## config.mk

```make
export PLATFORM = sky130hd
export DESIGN_NAME = keypad_emulator_flat
export DESIGN_NICKNAME = d
export VERILOG_FILES = /design/src/rtl/keypad_emulator_if.sv /design/src/rtl/keypad_emulator.sv /design/src/flat_wrapper.sv
export SDC_FILE = /design/constraint.sdc
export NUM_CORES = 1
export LEC_CHECK = 0
export CORE_ASPECT_RATIO = 0.7
export CORE_MARGIN = 2
export CORE_UTILIZATION = 58
export CTS_CLUSTER_SIZE = 20
export DETAILED_ROUTE_END_ITERATION = 6
export GPL_TIMING_DRIVEN = 0
export HOLD_SLACK_MARGIN = 0.06
export PLACE_DENSITY = 0.89
export SYNTH_ARGS = -nofsm -noshare
export SYNTH_HDL_FRONTEND = slang
export SYNTH_SLANG_ARGS = --single-unit
```

## constraint.sdc

```tcl
create_clock -name clk -period 2.83 [get_ports clk]
set_input_delay 0.283 -clock clk [delete_from_list [all_inputs] [get_ports clk]]
set_output_delay 0.283 -clock clk [all_outputs]
set_load 0.01 [all_outputs]
```

## src/rtl/keypad_emulator_if.sv

```systemverilog
// keypad_emulator_if: key-command handshake between a command source and the keypad emulator.
//   key_code  - key index to press (row*4 + column)
//   key_valid - command valid, driven by the source
//   key_ready - emulator queue not full
interface keypad_emulator_if;
  logic [3:0] key_code;
  logic       key_valid;
  logic       key_ready;
  modport master (output key_code, key_valid, input key_ready);
  modport slave  (input key_code, key_valid, output key_ready);
endinterface

```

## src/rtl/keypad_emulator.sv

```systemverilog
// keypad_emulator: 4x4 matrix-keypad responder with a key-command FIFO and deterministic contact bounce.
//   clk, rst    - clock, asynchronous active-high reset
//   col         - active-low column strobes from the scanner
//   fila        - active-low row returns (4'hF with contact open)
//   kif         - key command handshake (key_code/key_valid in, key_ready out)
//   busy        - pressing or commands still queued
//   active_key  - key currently (or last) pressed
//   press_done  - one-cycle pulse when a press sequence completes
module keypad_emulator #(
  parameter int HOLD_CYCLES   = 1000,
  parameter int BOUNCE_CYCLES = 64,
  parameter int GAP_CYCLES    = 200,
  parameter int FIFO_DEPTH    = 4
) (
  input  logic              clk,
  input  logic              rst,
  input  logic [3:0]        col,
  output logic [3:0]        fila,
  keypad_emulator_if.slave  kif,
  output logic              busy,
  output logic [3:0]        active_key,
  output logic              press_done
);
  localparam int AW = $clog2(FIFO_DEPTH);
  localparam bit NB = BOUNCE_CYCLES == 0;
  localparam logic [15:0] HL = 16'(HOLD_CYCLES - 1);
  localparam logic [15:0] BL = 16'(BOUNCE_CYCLES - 1);
  localparam logic [15:0] GL = 16'(GAP_CYCLES - 1);
  typedef enum logic [2:0] {IDLE, BOUNCE_IN, HOLD, BOUNCE_OUT, GAP} state_t;
  state_t        state_q, state_d;
  logic [15:0]   cnt_q, cnt_d;
  logic [7:0]    lfsr_q, lfsr_d;
  logic          contact_q, contact_d;
  logic          press_done_q, press_done_d;
  logic [3:0]    key_q, key_d;
  logic [AW-1:0] wr_q, wr_d, rd_q, rd_d;
  logic [AW:0]   count_q, count_d;
  logic [3:0]    mem [FIFO_DEPTH];
  logic          push, pop, bounce_d;
  // Readiness comes only from the registered count, so a pop in the full cycle never frees a slot early.
  assign kif.key_ready = !count_q[AW];
  assign push       = kif.key_valid && kif.key_ready;
  assign pop        = state_q == IDLE && count_q != '0;
  assign busy       = state_q != IDLE || count_q != '0;
  assign active_key = key_q;
  assign press_done = press_done_q;
  always_comb begin
    state_d      = state_q;
    cnt_d        = cnt_q - 16'd1;
    press_done_d = 1'b0;
    case (state_q)
      IDLE: begin
        cnt_d = cnt_q;
        if (pop) begin
          state_d = NB ? HOLD : BOUNCE_IN;
          cnt_d   = NB ? HL : BL;
        end
      end
      BOUNCE_IN: if (cnt_q == '0) begin
        state_d = HOLD;
        cnt_d   = HL;
      end
      HOLD: if (cnt_q == '0) begin
        state_d = NB ? GAP : BOUNCE_OUT;
        cnt_d   = NB ? GL : BL;
      end
      BOUNCE_OUT: if (cnt_q == '0) begin
        state_d = GAP;
        cnt_d   = GL;
      end
      GAP: if (cnt_q == '0) begin
        state_d      = IDLE;
        cnt_d        = '0;
        press_done_d = 1'b1;
      end
      default: state_d = IDLE;
    endcase
    // The LFSR steps once per cycle spent bouncing; contact tracks the state being entered.
    lfsr_d    = (state_q == BOUNCE_IN || state_q == BOUNCE_OUT) ?
                {lfsr_q[6:0], lfsr_q[7] ^ lfsr_q[5] ^ lfsr_q[4] ^ lfsr_q[3]} : lfsr_q;
    bounce_d  = state_d == BOUNCE_IN || state_d == BOUNCE_OUT;
    contact_d = state_d == HOLD || (bounce_d && lfsr_d[0]);
    key_d     = pop ? mem[rd_q] : key_q;
    wr_d      = push ? wr_q + 1'b1 : wr_q;
    rd_d      = pop ? rd_q + 1'b1 : rd_q;
    count_d   = count_q + {{AW{1'b0}}, push} - {{AW{1'b0}}, pop};
  end
  always_comb begin
    fila = 4'hF;
    fila[key_q[3:2]] = contact_q ? col[key_q[1:0]] : 1'b1;
  end
  always_ff @(posedge clk or posedge rst) begin
    if (rst) begin
      state_q      <= IDLE;
      cnt_q        <= '0;
      lfsr_q       <= 8'hA5;
      contact_q    <= 1'b0;
      press_done_q <= 1'b0;
      key_q        <= '0;
      wr_q         <= '0;
      rd_q         <= '0;
      count_q      <= '0;
    end else begin
      state_q      <= state_d;
      cnt_q        <= cnt_d;
      lfsr_q       <= lfsr_d;
      contact_q    <= contact_d;
      press_done_q <= press_done_d;
      key_q        <= key_d;
      wr_q         <= wr_d;
      rd_q         <= rd_d;
      count_q      <= count_d;
    end
  end
  always_ff @(posedge clk) if (push) mem[wr_q] <= kif.key_code;
endmodule

```

## src/flat_wrapper.sv

```systemverilog
// flat-port wrapper written by rule: the top's interface ports become plain ports
module keypad_emulator_flat 
#(
  parameter int HOLD_CYCLES   = 1000,
  parameter int BOUNCE_CYCLES = 64,
  parameter int GAP_CYCLES    = 200,
  parameter int FIFO_DEPTH    = 4
)
  (clk, rst, col, fila, busy, active_key, press_done, kif_key_code, kif_key_valid, kif_key_ready);
  keypad_emulator_if kif_i ();
  input  logic clk;
  input  logic rst;
  input  logic [3:0] col;
  output logic [3:0] fila;
  output logic busy;
  output logic [3:0] active_key;
  output logic press_done;
  input wire logic [$bits(kif_i.key_code)-1:0] kif_key_code;
  input wire logic [$bits(kif_i.key_valid)-1:0] kif_key_valid;
  output wire logic [$bits(kif_i.key_ready)-1:0] kif_key_ready;
  assign kif_i.key_code = kif_key_code;
  assign kif_i.key_valid = kif_key_valid;
  assign kif_key_ready = kif_i.key_ready;
  keypad_emulator #(.HOLD_CYCLES(HOLD_CYCLES), .BOUNCE_CYCLES(BOUNCE_CYCLES), .GAP_CYCLES(GAP_CYCLES), .FIFO_DEPTH(FIFO_DEPTH)) u_core (.clk(clk), .rst(rst), .col(col), .fila(fila), .kif(kif_i), .busy(busy), .active_key(active_key), .press_done(press_done));
endmodule
```

# ---- Yosys cells after proc, flatten, opt, wreduce, memory -nomap -nowiden
# Memories as Yosys holds them, arrays and structs flattened. A register that Yosys moved wholly into a read port is not among the register bits.
# Cells that the tools add are included.
dict set report word_totals {
  output_inout_bits 11
  ff_bits 36
  ramBits 16
  word_cells 66
  memories 1
  inputBits 11
}
dict set report op_classes {
  add_sub_neg 5
  n_reduce_logical 13
  order_cmp 3
  n_bitwise 5
  eq_ne 8
  muxes 22
}
# memory words word_bits read_ports rd_ports_with_merged_regs wr line_no
set mem_list {}
lappend mem_list {u_core.mem 4 4 1 1 1 keypad_emulator.sv:38} ;# logic [3:0] mem [FIFO_DEPTH];
# operator count
set ops {}
lappend ops {{16-bit 2-to-1 mux} 5}
lappend ops {{16-bit case mux with 5 select lines} 1}
lappend ops {{16-bit zero test} 1}
lappend ops {{16-bit by 1-bit subtractor with 16-bit output (second input constant)} 1}
lappend ops {{3-bit 2-to-1 mux} 5}
lappend ops {{3-bit case mux with 5 select lines} 1}
lappend ops {{3-bit by 2-bit == test with 1-bit output (second input constant)} 4}
lappend ops {{1-bit 2-to-1 mux} 8}
lappend ops {{3-bit by 1-bit == test with 1-bit output (second input constant)} 2}
lappend ops {{2-bit by 3-bit < comparator with 1-bit output (second input constant)} 2}
lappend ops {{3-bit nonzero test} 2}
lappend ops {{2-bit by 1-bit adder with 2-bit output (second input constant)} 2}
lappend ops {{1-bit logical AND} 4}
lappend ops {{1-bit logical OR} 4}
lappend ops {{4-bit NOT} 1}
lappend ops {{4-bit OR} 1}
lappend ops {{3-bit by 1-bit adder with 3-bit output} 1}
lappend ops {{3-bit == test (second input constant)} 1}
lappend ops {{3-bit zero test} 1}
lappend ops {{3-bit by 1-bit subtractor with 3-bit output} 1}
lappend ops {{1-bit XOR} 3}
lappend ops {{1-bit binary-select mux with 2-bit select} 1}
lappend ops {{1-bit demux with 2-bit select} 1}
lappend ops {{2-bit by 1-bit >= comparator with 1-bit output (second input constant)} 1}
lappend ops {{other kinds (2)} 2}

# ---- Depth between registers and ports, before layout
# Gate-level depths: netlist of run 1.
dict set report logic_depth {
  ltp_word 8
  depth_mapped 10
  mapped_depth_nobuf 10
}

# ---- Worst setup path after synthesis of run 1
# Ideal clock, no wire load.
dict set report synth_path {
  kind {register to register}
  startpoint {register u_core.count_q[2]}
  endpoint {register u_core.count_q[2]}
  setup_ps 123
  required_time_ps 2707
  slack_ps 514
  path_stages_with_launch 11
  arrival_ps 2193
  path_cell_list {dfrtp_1 > or3_4 > nand2_2 > inv_1 > ha_1 > inv_1 > ha_1 > inv_1 > fa_1 > xnor2_1 > xnor2_1}
}
dict set report synth_via {
  word_cells_on_any_way 6
}
# element line_no
set synth_lines {}
lappend synth_lines {{start: declaration} keypad_emulator.sv:37} ;# logic [AW:0] count_q, count_d;
lappend synth_lines {{start signal: assignment} keypad_emulator.sv:112} ;# count_q <= count_d;
lappend synth_lines {{3-bit nonzero test} keypad_emulator.sv:43} ;# assign pop = state_q == IDLE && count_q != '0;
lappend synth_lines {{1-bit logical AND} keypad_emulator.sv:43}
lappend synth_lines {{net u_core.pop} keypad_emulator.sv:39} ;# logic push, pop, bounce_d;
lappend synth_lines {{3-bit by 1-bit subtractor with 3-bit output} keypad_emulator.sv:86} ;# count_d = count_q + {{AW{1'b0}}, push} - {{AW{1'b0}}, pop};
lappend synth_lines {{net u_core.count_d[2]} keypad_emulator.sv:37}
# The timed path passes the listed nets, and every way through them passes these cells.
# A chain may end at the register's enable or synchronous reset.

# ---- Final worst setup path of run 1
dict set report layout_path {
  startpoint {register u_core.count_q[1]}
  endpoint {register u_core.count_q[2]}
}
# The elaborated chain is that of the path after synthesis.

==> key figures, run 1 <==
Synthesis
  • Yosys warnings: 0
  • Most frequent cells after synthesis: nand2_1 (49), dfrtp_1 (36), nor2_1 (22)
  • Top FF cell, synth: dfrtp_1
  • FFs w/ async S/R, synth: a little under three quarters
  • Largest family of logic cells by synthesized area: simple AND/OR/NAND/NOR gates
  • Number of synthesized flops with an enable pin: 16
  • Cell variety after synth: 61
  • Compound-Gate Fraction of Synth Area: 10.8%
  • Avg Cell Area, Syn: 10.8 um^2
  • Post-synthesis sequential area ratio: 50.7%
  • Mapped Cells: 270
  • Top-count cell post-synth: nand2_1
  • Yosys top cell area share: slightly above 30%
  • Multiplexer area fraction after synthesis: 3.84%
  • Post-Synthesis Net Count: around 290
  • Yosys reg bits: 56
  • Post-Synth Adder-Cell Area: 3.67%
  • Biggest area consumer among synthesized cells: dfrtp_1
  • Synthesized area: just under 3000 um^2
  • Synth area leaders: dfrtp_1 (31%), edfxtp_1 (16%), nand2_1 (6.3%)
  • Simple-Gate Fraction of Synth Area: a little under a quarter
  • Post-Synth XOR/XNOR Area: 4.78%

Finish
  • Reg area: 1490 um^2
  • Ant diodes: 0
  • Fin nets: 317
  • Syn-to-layout area delta: 13.0%
  • Multi-input logic area: about 1300 um^2
  • Layout cell share with drive strength beyond 1: around 14%
  • FILL cells: 347

Pwr
  • Comb power frac: 38.0%
  • Clock power share: between 10% and 20%
  • Leakage: 1.40 nW
  • VDD IR max: between 0.4 and 0.5 mV
  • Overall power: 2.80 mW
  • Sequential power share: about 47%
  • Pwr dens: 844 nW/um^2
  • Net switching power: 1.00 mW
  • Int Power: 1.79 mW
  • Sw Share: 35.9%

Place
  • RD Place Congestion: 0.888
  • Hpwl dp: approximately 4.2 mm
  • I/O Buffers: 21

Clock tree
  • Clock Latency Late Sink: 0.31 ns
  • Root Driver: clkbuf_8
  • Clk sink count: 56
  • Clk slew on worst S/H paths: 0.09 ns
  • CTS tree: yes
  • Hold-fix buffers, CTS: 0
  • CTS H-tree lvls: 2
  • Clock Path Buffers: 2
  • TritonCTS Buffers: 5

Setup path
  • Top cell family by delay on the critical path: adder cells
  • Worst-path cell chain: or3_4, nand2_2, inv_1, ha_1, inv_1, ha_1, inv_1, fa_1, xnor2_1, xnor2_1
  • R2R Path End: u_core.count_q[2]$_DFF_PP0_
  • Flop2flop setup slack: approximately 0.19 ns
  • Most Frequent Cell on Critical Path: inv_1
  • Max FO, Critical Path: 8
  • Req. time, crit path: 3.05 ns
  • Nature of the critical path startpoint: flop
  • Critical path's largest stage delay: 0.45 ns
  • CP Data Arrival Time: 2.86 ns
  • Slowest cell on crit path: dfrtp_1
  • R2R cell count: 10
  • Reg-to-Reg Start: u_core.count_q[1]$_DFF_PP0_
  • CP Buf/Inv Count: 3
  • WS Path Type: reg2reg
  • Critical Path Sink Type: flop

Global route
  • Largest net degree at the start of global routing: 41
  • Initial antenna violation count: 0
  • First-pass GRT wire length: approximately 9.8 mm
  • Gr usage total: 22.7%
  • GRT overflow: 0
  • Vias in the first global route: ~2100

Timing
  • Setup TNS: 0 ns
  • Clk_skew: 0.00925 ns
  • Slew HR: a little under half
  • Fin crit share: between 90 and 100%
  • Worst Tran Pin Value: 0.813 ns
  • RSZ-0062 raised after global routing: no
  • Max-slew violations: 0
  • Min cycle time layout: between 2 and 3 ns
  • Maximum clock frequency: 379 MHz
  • Final hold vios: 0
  • # setup viols final: 0

Floorplanning
  • Die Width: ~89 um
  • Initial Util: 60.9%
  • I/O Pins: 22
  • Die area: ~5600 um^2
  • Die Span Y: approximately 63 um
  • Floorplan row count: 21
  • Core ar.: 4810 um^2

Routing
  • Wire length per cell: between 15 and 20 um
  • Routed WL: 5.63 mm
  • DR vias: about 2100
  • Post-route ant nets: 0
  • Via density: 5.82
  • Initial DRC count: 202
  • # DRC: 0
  • Router iterations before antenna repair: 5

Run status
  • Status: complete, no violations

Flow run
  • Max-Cap Viols: 0

Hold path
  • Min-delay worst type: in2async
-- cell families after synthesis --
kind of cell    Yosys count
compound gates           43
xor+xnor                 16
fa+ha+maj                 8
buf+inv                  23
flops                    56
mux                       5
simple gates            119
-- layout make-up --
class	instances	share of cell area [%]
plain buffers	8	1.28
flip-flops and latches	56	44.9
clock inverters	1	0.113
inverters	15	1.85
well taps	69	2.61
multi-input cells	191	40.6
clock buffers	7	2.31
repair buffers	21	6.35
-- cells in the final DEF, fill, tap and decap left out, types with 3 or more instances in the layout --
| cell type | Yosys | routed |
|---|---|---|
| nand2_1 | 49 | 49 |
| dfrtp_1 | 36 | 36 |
| nor2_1 | 22 | 22 |
| clkdlybuf4s50_1 | 0 | 21 |
| edfxtp_1 | 16 | 16 |
| inv_1 | 14 | 13 |
| xnor2_1 | 13 | 13 |
| o21ai_0 | 10 | 10 |
| a21oi_1 | 8 | 8 |
| clkbuf_1 | 5 | 7 |
| ha_1 | 7 | 7 |
| nor3_1 | 7 | 6 |
| nor4_1 | 5 | 5 |
| and2_1 | 5 | 5 |
| mux4_2 | 5 | 5 |
| clkbuf_8 | 0 | 5 |
| dfstp_2 | 4 | 4 |
| nand2b_1 | 3 | 3 |
| a31oi_1 | 3 | 3 |
| or3_1 | 3 | 3 |
| xor2_1 | 3 | 3 |
-- per-layer routing --
| layer | routed length [um] | vias up | part of all wire, % | GRT usage, % |
|---|---|---|---|---|
| met5 | 0 | - | 0 | 0 |
| met4 | 72 | 0 | 1.3 | 5.78 |
| met3 | 386 | 9 | 6.9 | 6.03 |
| met2 | 2550 | 87 | 45 | 32.6 |
| met1 | 2620 | 1039 | 46 | 34.7 |
| li1 | - | 1007 | - | - |
-- worst reg2reg max path, cell delays in order (launching register included) --
cell and delay [ns]:
dfrtp_1 0.45, or3_4 0.45, nand2_2 0.18, inv_1 0.18, ha_1 0.33, inv_1 0.06, ha_1 0.14, inv_1 0.05
fa_1 0.38, xnor2_1 0.19, xnor2_1 0.16
-- registers in the layout (all words and copies together), names as in the netlist --
signal,count
u_core.state_q,3
u_core.mem,16
u_core.count_q,3
u_core.press_done,1
u_core.wr_q,2
u_core.cnt_q,16
u_core.rd_q,2
u_core.active_key,4
u_core.lfsr_q,8
u_core.contact_q,1
-- how the worst max path moves through the flow --
stage,start,end,slack (ns),depth (start not counted)
3_5_place_dp,u_core.state_q[2]$_DFF_PP0_,u_core.count_q[2]$_DFF_PP0_,0.20,10
2_1_floorplan,u_core.count_q[2]$_DFF_PP0_,u_core.count_q[2]$_DFF_PP0_,0.51,10
3_3_place_gp,u_core.state_q[2]$_DFF_PP0_,u_core.count_q[2]$_DFF_PP0_,0.25,10
4_1_cts,u_core.state_q[2]$_DFF_PP0_,u_core.count_q[2]$_DFF_PP0_,0.13,10
6_report,u_core.count_q[1]$_DFF_PP0_,u_core.count_q[2]$_DFF_PP0_,0.19,10
5_1_grt,u_core.count_q[1]$_DFF_PP0_,u_core.count_q[2]$_DFF_PP0_,0.05,10
-- power groups by stage --
stage                     registers (mW)  clock network, mW  logic, mW
after floorplan                     1.29                  0      0.782
after global placement              1.31                  0       1.01
after detailed placement            1.33                  0       1.07
after CTS                           1.32              0.427       1.07
after global routing                1.35              0.463       1.20
final                               1.32              0.415       1.06
-- what timing repair did --
item / CTS / global route
setup buffers: 0 / 0
resized for setup: 0 / 1
setup endpoints to repair: 0 / 1
-- metrics by stage --
step	std cells	hold WS, ns	util, %	instance area [um^2]	setup WS [ns]
after floorplan	270	0.382	-	2930	0.514
after global placement	360	0.450	67.1	3230	0.252
after detailed placement	360	0.448	67.1	3230	0.204
after CTS	368	0.463	68.7	3310	0.133
after global routing	368	0.478	68.9	3310	0.0534
final	368	0.445	68.9	3310	0.190
(Power assumes the default switching activity.)
==> run 2, diff against run 1 <==
--- a/config.mk
+++ b/config.mk
@@ -7,9 +7,10 @@
 export LEC_CHECK = 0
 export CORE_ASPECT_RATIO = 0.7
 export CORE_MARGIN = 2
-export CORE_UTILIZATION = 58
+export CORE_UTILIZATION = 63
 export CTS_CLUSTER_SIZE = 20
 export DETAILED_ROUTE_END_ITERATION = 6
+export DONT_BUFFER_PORTS = 1
 export GPL_TIMING_DRIVEN = 0
 export HOLD_SLACK_MARGIN = 0.06
 export PLACE_DENSITY = 0.89
==> run 2 against run 1 <==
Against the previous run: final cell count decreased by 7.9%; maximum frequency decreased by 2.7%; wire length increased by 11%; die area decreased by 7.5%; sequential share of layout area increased by 2.0 points; clock power increased by 23%; flip-flop and latch count unchanged; combinational power decreased by 7%; global-route usage increased by 2.3 points; register-to-register slack got worse by 0.07 ns; first-iteration DRC count increased by 53%.
==> key figures, run 2 (same netlist as run 1, synthesis figures left out) <==
Run status
  • Status: complete, no violations

Routing
  • Routed WL: between 6 and 7 mm
  • # DRC: 0
  • Wire length per cell: 18.4 um
  • Initial DRC count: 310
  • Post-route ant nets: 0
  • Via density: 6.23
  • DR vias: 2111
  • Router iterations before antenna repair: 6

Floorplanning
  • Initial Util: 66.5%
  • I/O Pins: 22
  • Die Width: about 85 um
  • Floorplan row count: 20
  • Die area: 5220 um^2
  • Die Span Y: 61.1 um
  • Core ar.: 4400 um^2

Timing
  • Fin crit share: a little over nine tenths
  • Min cycle time layout: 2.71 ns
  • Clk_skew: 0.00886 ns
  • Worst Tran Pin Value: 0.831 ns
  • Maximum clock frequency: ~370 MHz
  • Max-slew violations: 0
  • Final hold vios: 0
  • Slew HR: 44.5%
  • # setup viols final: 0

Setup path
  • WS Path Type: reg2reg
  • Critical path's largest stage delay: 0.46 ns
  • Reg-to-Reg Start: u_core.count_q[2]$_DFF_PP0_
  • Slowest cell on crit path: or3_4
  • Setup crit start: u_core.count_q[2]$_DFF_PP0_
  • Nature of the critical path startpoint: flop
  • Critical Path Sink Type: flop
  • Worst-path cell chain: or3_4, nand2_2, inv_1, ha_1, inv_1, ha_1, inv_1, fa_1, xnor2_1, xnor2_1
  • Req. time, crit path: 3.05 ns
  • Max FO, Critical Path: 8
  • CP Data Arrival Time: around 2.9 ns
  • Most Frequent Cell on Critical Path: inv_1

Finish
  • Syn-to-layout area delta: 8.20%
  • FILL cells: 309
  • Most common cell after layout, fill and taps aside: nand2_1
  • Top flop regs: u_core.cnt_q x16, u_core.mem x16, u_core.lfsr_q x8
  • Post-route cell area: between 3000 and 4000 um^2
  • Ant diodes: 0
  • Reg area: 1490 um^2
  • Most frequent cells in the layout: nand2_1 (49), dfrtp_1 (36), nor2_1 (22), edfxtp_1 (16)
  • Fin nets: 302
  • Multi-input logic area: 1340 um^2
  • Layout cell share with drive strength beyond 1: 15.1%

Clock tree
  • Root Driver: clkbuf_8
  • CTS H-tree lvls: 2
  • Setup Buffers After CTS: 0
  • Clock Latency Late Sink: 0.31 ns
  • CTS tree: yes
  • Clock Path Buffers: 2
  • Clk sink count: 56
  • Clk slew on worst S/H paths: 0.09 ns
  • TritonCTS Buffers: 5

Global route
  • Initial antenna violation count: 0
  • Gr usage total: around 25%
  • First-pass GRT wire length: 9.74 mm
  • GRT overflow: 0
  • Vias in the first global route: 1947
  • Largest net degree at the start of global routing: 41

Hold path
  • Min-delay worst type: reg2reg
  • Min-delay src: u_core.lfsr_q[2]$_DFFE_PP1N_

Pwr
  • VDD IR max: 0.639 mV
  • Pwr dens: ~900 nW/um^2
  • Overall power: roughly 2.8 mW
  • Leakage: 1.36 nW

Flow run
  • Max-Cap Viols: 0

Place
  • Placed inst area: 3000 um^2
  • I/O Buffers: 0
  • RD Place Congestion: 0.886
  • Hpwl dp: between 4 and 5 mm
==> run 2: cell types whose count changed in the layout (fill, tap and decap cells not counted) <==
cell / change
clkdlybuf4s50_1: -21
clkinv_1: +1
clkbuf_1: -2
bufinv_16: +1
dlygate4sd3_1: +6
==> run 2: per-stage QoR <==
step           setup slack, ns  cells  utilization, %   TNS [ns]  hold slack, ns
2_1_floorplan            0.514    270               -          0           0.382
3_3_place_gp             0.268    325            68.1          0           0.382
3_5_place_dp             0.158    325            68.1          0           0.382
4_1_cts                 0.0733    335            70.9          0          0.0610
5_1_grt              -0.000124    339            72.0  -0.000124           0.489
6_report                 0.118    339            72.0          0           0.469
==> run 2: final timing paths <==
check	end	slack, ns	cells after the start
max in group asynchronous	u_core.cnt_q[4]$_DFFE_PP0P_	1.72	2
min in group asynchronous	u_core.cnt_q[10]$_DFFE_PP0P_	0.59	2
worst min-delay path	u_core.lfsr_q[2]$_DFFE_PP1N_	0.47	2
worst max-delay path	u_core.count_q[2]$_DFF_PP0_	0.12	10
worst max register to register	u_core.count_q[2]$_DFF_PP0_	0.12	10
worst min register to register	u_core.lfsr_q[2]$_DFFE_PP1N_	0.47	2
==> run 2: power breakdown <==
group          leakage (nW)  internal, mW  total (mW)  switching [mW]
clock                0.0532         0.258       0.509           0.251
sequential            0.633          1.09        1.34           0.248
combinational         0.672         0.441       0.985           0.543
total                  1.36          1.79        2.83            1.04
==> run 2: worst max-delay path: cells and delay by family, from the launching register on <==
kind	cells	cell delay, ns
and+or+nand+nor	2	0.65
DFF	1	0.45
buffers and inverters	3	0.31
xor gates and xnor gates	2	0.37
adders and majority gates	3	0.87
==> run 2: final cells by class <==
| class | instances | share of cell area, % |
|---|---|---|
| Sequential cell | 56 | 46.9 |
| Multi-Input combinational cell | 191 | 42.4 |
| Clock buffer | 5 | 2.17 |
| Tap cell | 55 | 2.17 |
| Inverter | 15 | 1.93 |
| Timing Repair Buffer | 6 | 1.89 |
| Buffer | 8 | 1.34 |
| Clock inverter | 3 | 1.18 |
==> run 2: repair_timing <==
action	CTS	global route
setup endpoints to repair	0	1
gates resized for setup	0	1
hold endpoints to repair	37	15
hold buffers	2	4
==> run 2: layer usage <==
metal,up-vias,part of all wire (%),track usage [%]
li1,974,-,-
met1,1038,44,36.2
met2,90,49,39.1
met3,9,7.0,5.90
met4,0,0.70,7.03
met5,-,0,0
==> RTL change (settings of run 2) <==
`FIFO_DEPTH` is set to 4 in 2 places; all go to 2.
--- a/src/rtl/keypad_emulator.sv
+++ b/src/rtl/keypad_emulator.sv
@@ -12,3 +12,3 @@
   parameter int GAP_CYCLES    = 200,
-  parameter int FIFO_DEPTH    = 4
+  parameter int FIFO_DEPTH    = 2
 ) (
--- a/src/flat_wrapper.sv
+++ b/src/flat_wrapper.sv
@@ -6,3 +6,3 @@
   parameter int GAP_CYCLES    = 200,
-  parameter int FIFO_DEPTH    = 4
+  parameter int FIFO_DEPTH    = 2
 )
Function: changed (a bounded check fails within 4 cycles, from zero or initial values and one cycle with rst high).
==> RTL change against run 2 <==
  * Global-route usage rose by 0.69 points
  * Largest power group unchanged
  * Routed wire length fell by 11%
  * Final area fell by 15%
  * Power fell by 15%
  * Worst setup slack improved by 0.027 ns
  * Clock skew rose by 0.0063 ns
  * Sequential cell count fell by 11
  * Area after synthesis fell by 17%
==> RTL change: results (changes against run 2) <==
grt met3 use=10.7% (was 5.90%); outcome=complete, no violations (unchanged); fraction of layout cells with a size suffix above 1=10.9% (was 15.1%); Mean Syn Cell Area=9.31 um2 (was 10.8 um2); xor and xnor area share after synthesis=3.95% (was 4.78%); crit path max fanout=6 (was 8); Final nets=290 (was 302); via count=2037 (was 2111); clock buffer depth=2 (unchanged); Synth top cells by count=44 x nand2_1, 33 x dfrtp_1, 23 x nor2_1, 20 x o21ai_0, 13 x a21oi_1 (was 49 x nand2_1, 36 x dfrtp_1, 22 x nor2_1, 16 x edfxtp_1, 14 x inv_1); Post-synth EDFFs=8 (was 16); DPL Wire Length=3840 um (was 4220 um); worst-margin pin slew=0.733 ns (was 0.831 ns); peak supply drop=638 uV (was 639 uV); routability cong.=0.951 (was 0.886); Global Route met2 Usage=36.1% (was 39.1%); first-pass GRT wire length=8670 um (was 9740 um); Placed Cells=313 (was 325); clk_skew=0.0151 ns (was 0.00886 ns); Detailed Routing Iterations Pass 1=5 (was 6); static leakage=1.16 nW (was 1.36 nW); Synth cell types=50 (was 61); leading registers by flop count=u_core.cnt_q: 16 flops, u_core.lfsr_q: 8 flops, u_core.mem: 8 flops (was u_core.cnt_q: 16 flops, u_core.mem: 16 flops, u_core.lfsr_q: 8 flops); sequential share of the synthesized area=48.0% (was 50.7%); largest net degree at the start of global routing=21 (was 41); Setup violations, final=0 (unchanged); cts bufs inserted=5 (unchanged); gr usage total=25.7% (was 25.1%); ranking of synthesized cells by area=dfrtp_1 34%, edfxtp_1 9.8%, nand2_1 6.8% (was dfrtp_1 31%, edfxtp_1 16%, nand2_1 6.3%); DR vias/cell=6.25 (was 6.23); compound-gate portion of the synthesized area=14.7% (was 10.8%); initial DRC count=196 (was 310); Mapped Nets=277 (was 289); dpl ws=0.0333 ns (was 0.158 ns); vias in the first global route=1801 (was 1947); met1 Use GR=36.5% (was 36.2%); final WL=5530 um (was 6250 um); Post-synth ARST share=82.2% (was 71.4%); Post-Synth Adder-Cell Area=3.38% (was 3.67%); Fillers=257 (was 309); mux cell area share after synthesis=2.97% (was 3.84%); HP Class=input pin to flop (was flop to flop); Port Buffer Count=0 (unchanged); Arr. time, crit path=2.86 ns (was 2.93 ns); Main synth FF type=dfrtp_1 (unchanged); Clk pin slew, worst setup/hold paths=0.09 ns (about the same)
RTL change: changes by cell type in the layout (fill, tap and decap cells not counted), moves of 4 or more:
cell	run 2	this run
a21oi_1	8	13
nand3_1	1	5
o21ai_0	10	20
edfxtp_1	16	8
nand2_1	49	44
and2_1	5	1
mux4_2	5	1
xnor2_1	13	9
mux2i_1	0	5
or2_2	0	4
RTL change: area by class of cell:
cell class	instances	area [um2]	share of cell area, %
buffer	13	71.3	2.64
clock inverter	3	46.3	1.71
inverter	11	41.3	1.53
sequential	45	1170	43.3
clock buffer	5	68.8	2.55
multi-input combinational	193	1160	43.1
timing repair buffer	6	77.6	2.87
tap	50	62.6	2.31
RTL change: path summary, 6_finish.rpt:
| check | to | cells past startpoint | start | slack (ns) |
|---|---|---|---|---|
| worst max-delay path | u_core.cnt_q[7] | 8 | u_core.cnt_q[0] | 0.14 |
| worst min-delay path | u_core.wr_q | 2 | kif_key_valid | 0.32 |
| worst min register to register | u_core.lfsr_q[2] | 2 | u_core.lfsr_q[2] | 0.47 |
| worst max register to register | u_core.cnt_q[7] | 8 | u_core.cnt_q[0] | 0.14 |
| max in group asynchronous | u_core.lfsr_q[0] | 3 | rst | 1.66 |
| min in group asynchronous | u_core.cnt_q[10] | 2 | rst | 0.54 |
RTL change: critical path, stage by stage, from the launching register on:
cell,delay [ns]
dfrtp_1,0.44
inv_1,0.11
ha_1,0.17
or4b_4,0.50
or4_4,0.55
buf_6,0.15
maj3_2,0.33
o221ai_1,0.21
nand3_1,0.10
RTL change: what timing repair did:
item,4_1_cts,5_1_grt
hold endpoints to repair,14,8
buffers inserted,0,0
hold buffers,1,4
gates resized for setup,0,1
endpoints found under the setup margin,0,5
RTL change: layer usage:
metal / share of wire, % / vias to the layer above
met5: 0 / -
met4: 1.8 / 0
met3: 8.7 / 25
met2: 45 / 99
met1: 44 / 958
li1: - / 955
RTL change: cells by family (layout without fill, tap and decap cells):
logic type | Yosys count | after routing
buffers and inverters | 24 | 38
and+or+nand+nor | 111 | 111
xor gates and xnor gates | 11 | 11
DFF | 45 | 45
AOI/OAI and AO/OA | 58 | 58
muxes | 6 | 6
adders and majority gates | 7 | 7
RTL change: per-stage QoR:
stage	hold WS [ns]	util (%)	cell area, um2
after floorplan	0.382	-	2440
after global placement	0.382	69.0	2500
after detailed placement	0.348	69.8	2530
after CTS	0.0688	73.2	2660
after global routing	0.323	74.6	2700
final	0.325	74.6	2700
RTL change: where the power goes:
group          internal [mW]  total (mW)  switching [mW]
clock                  0.264       0.494           0.230
combinational          0.369       0.843           0.474
sequential             0.850        1.08           0.231
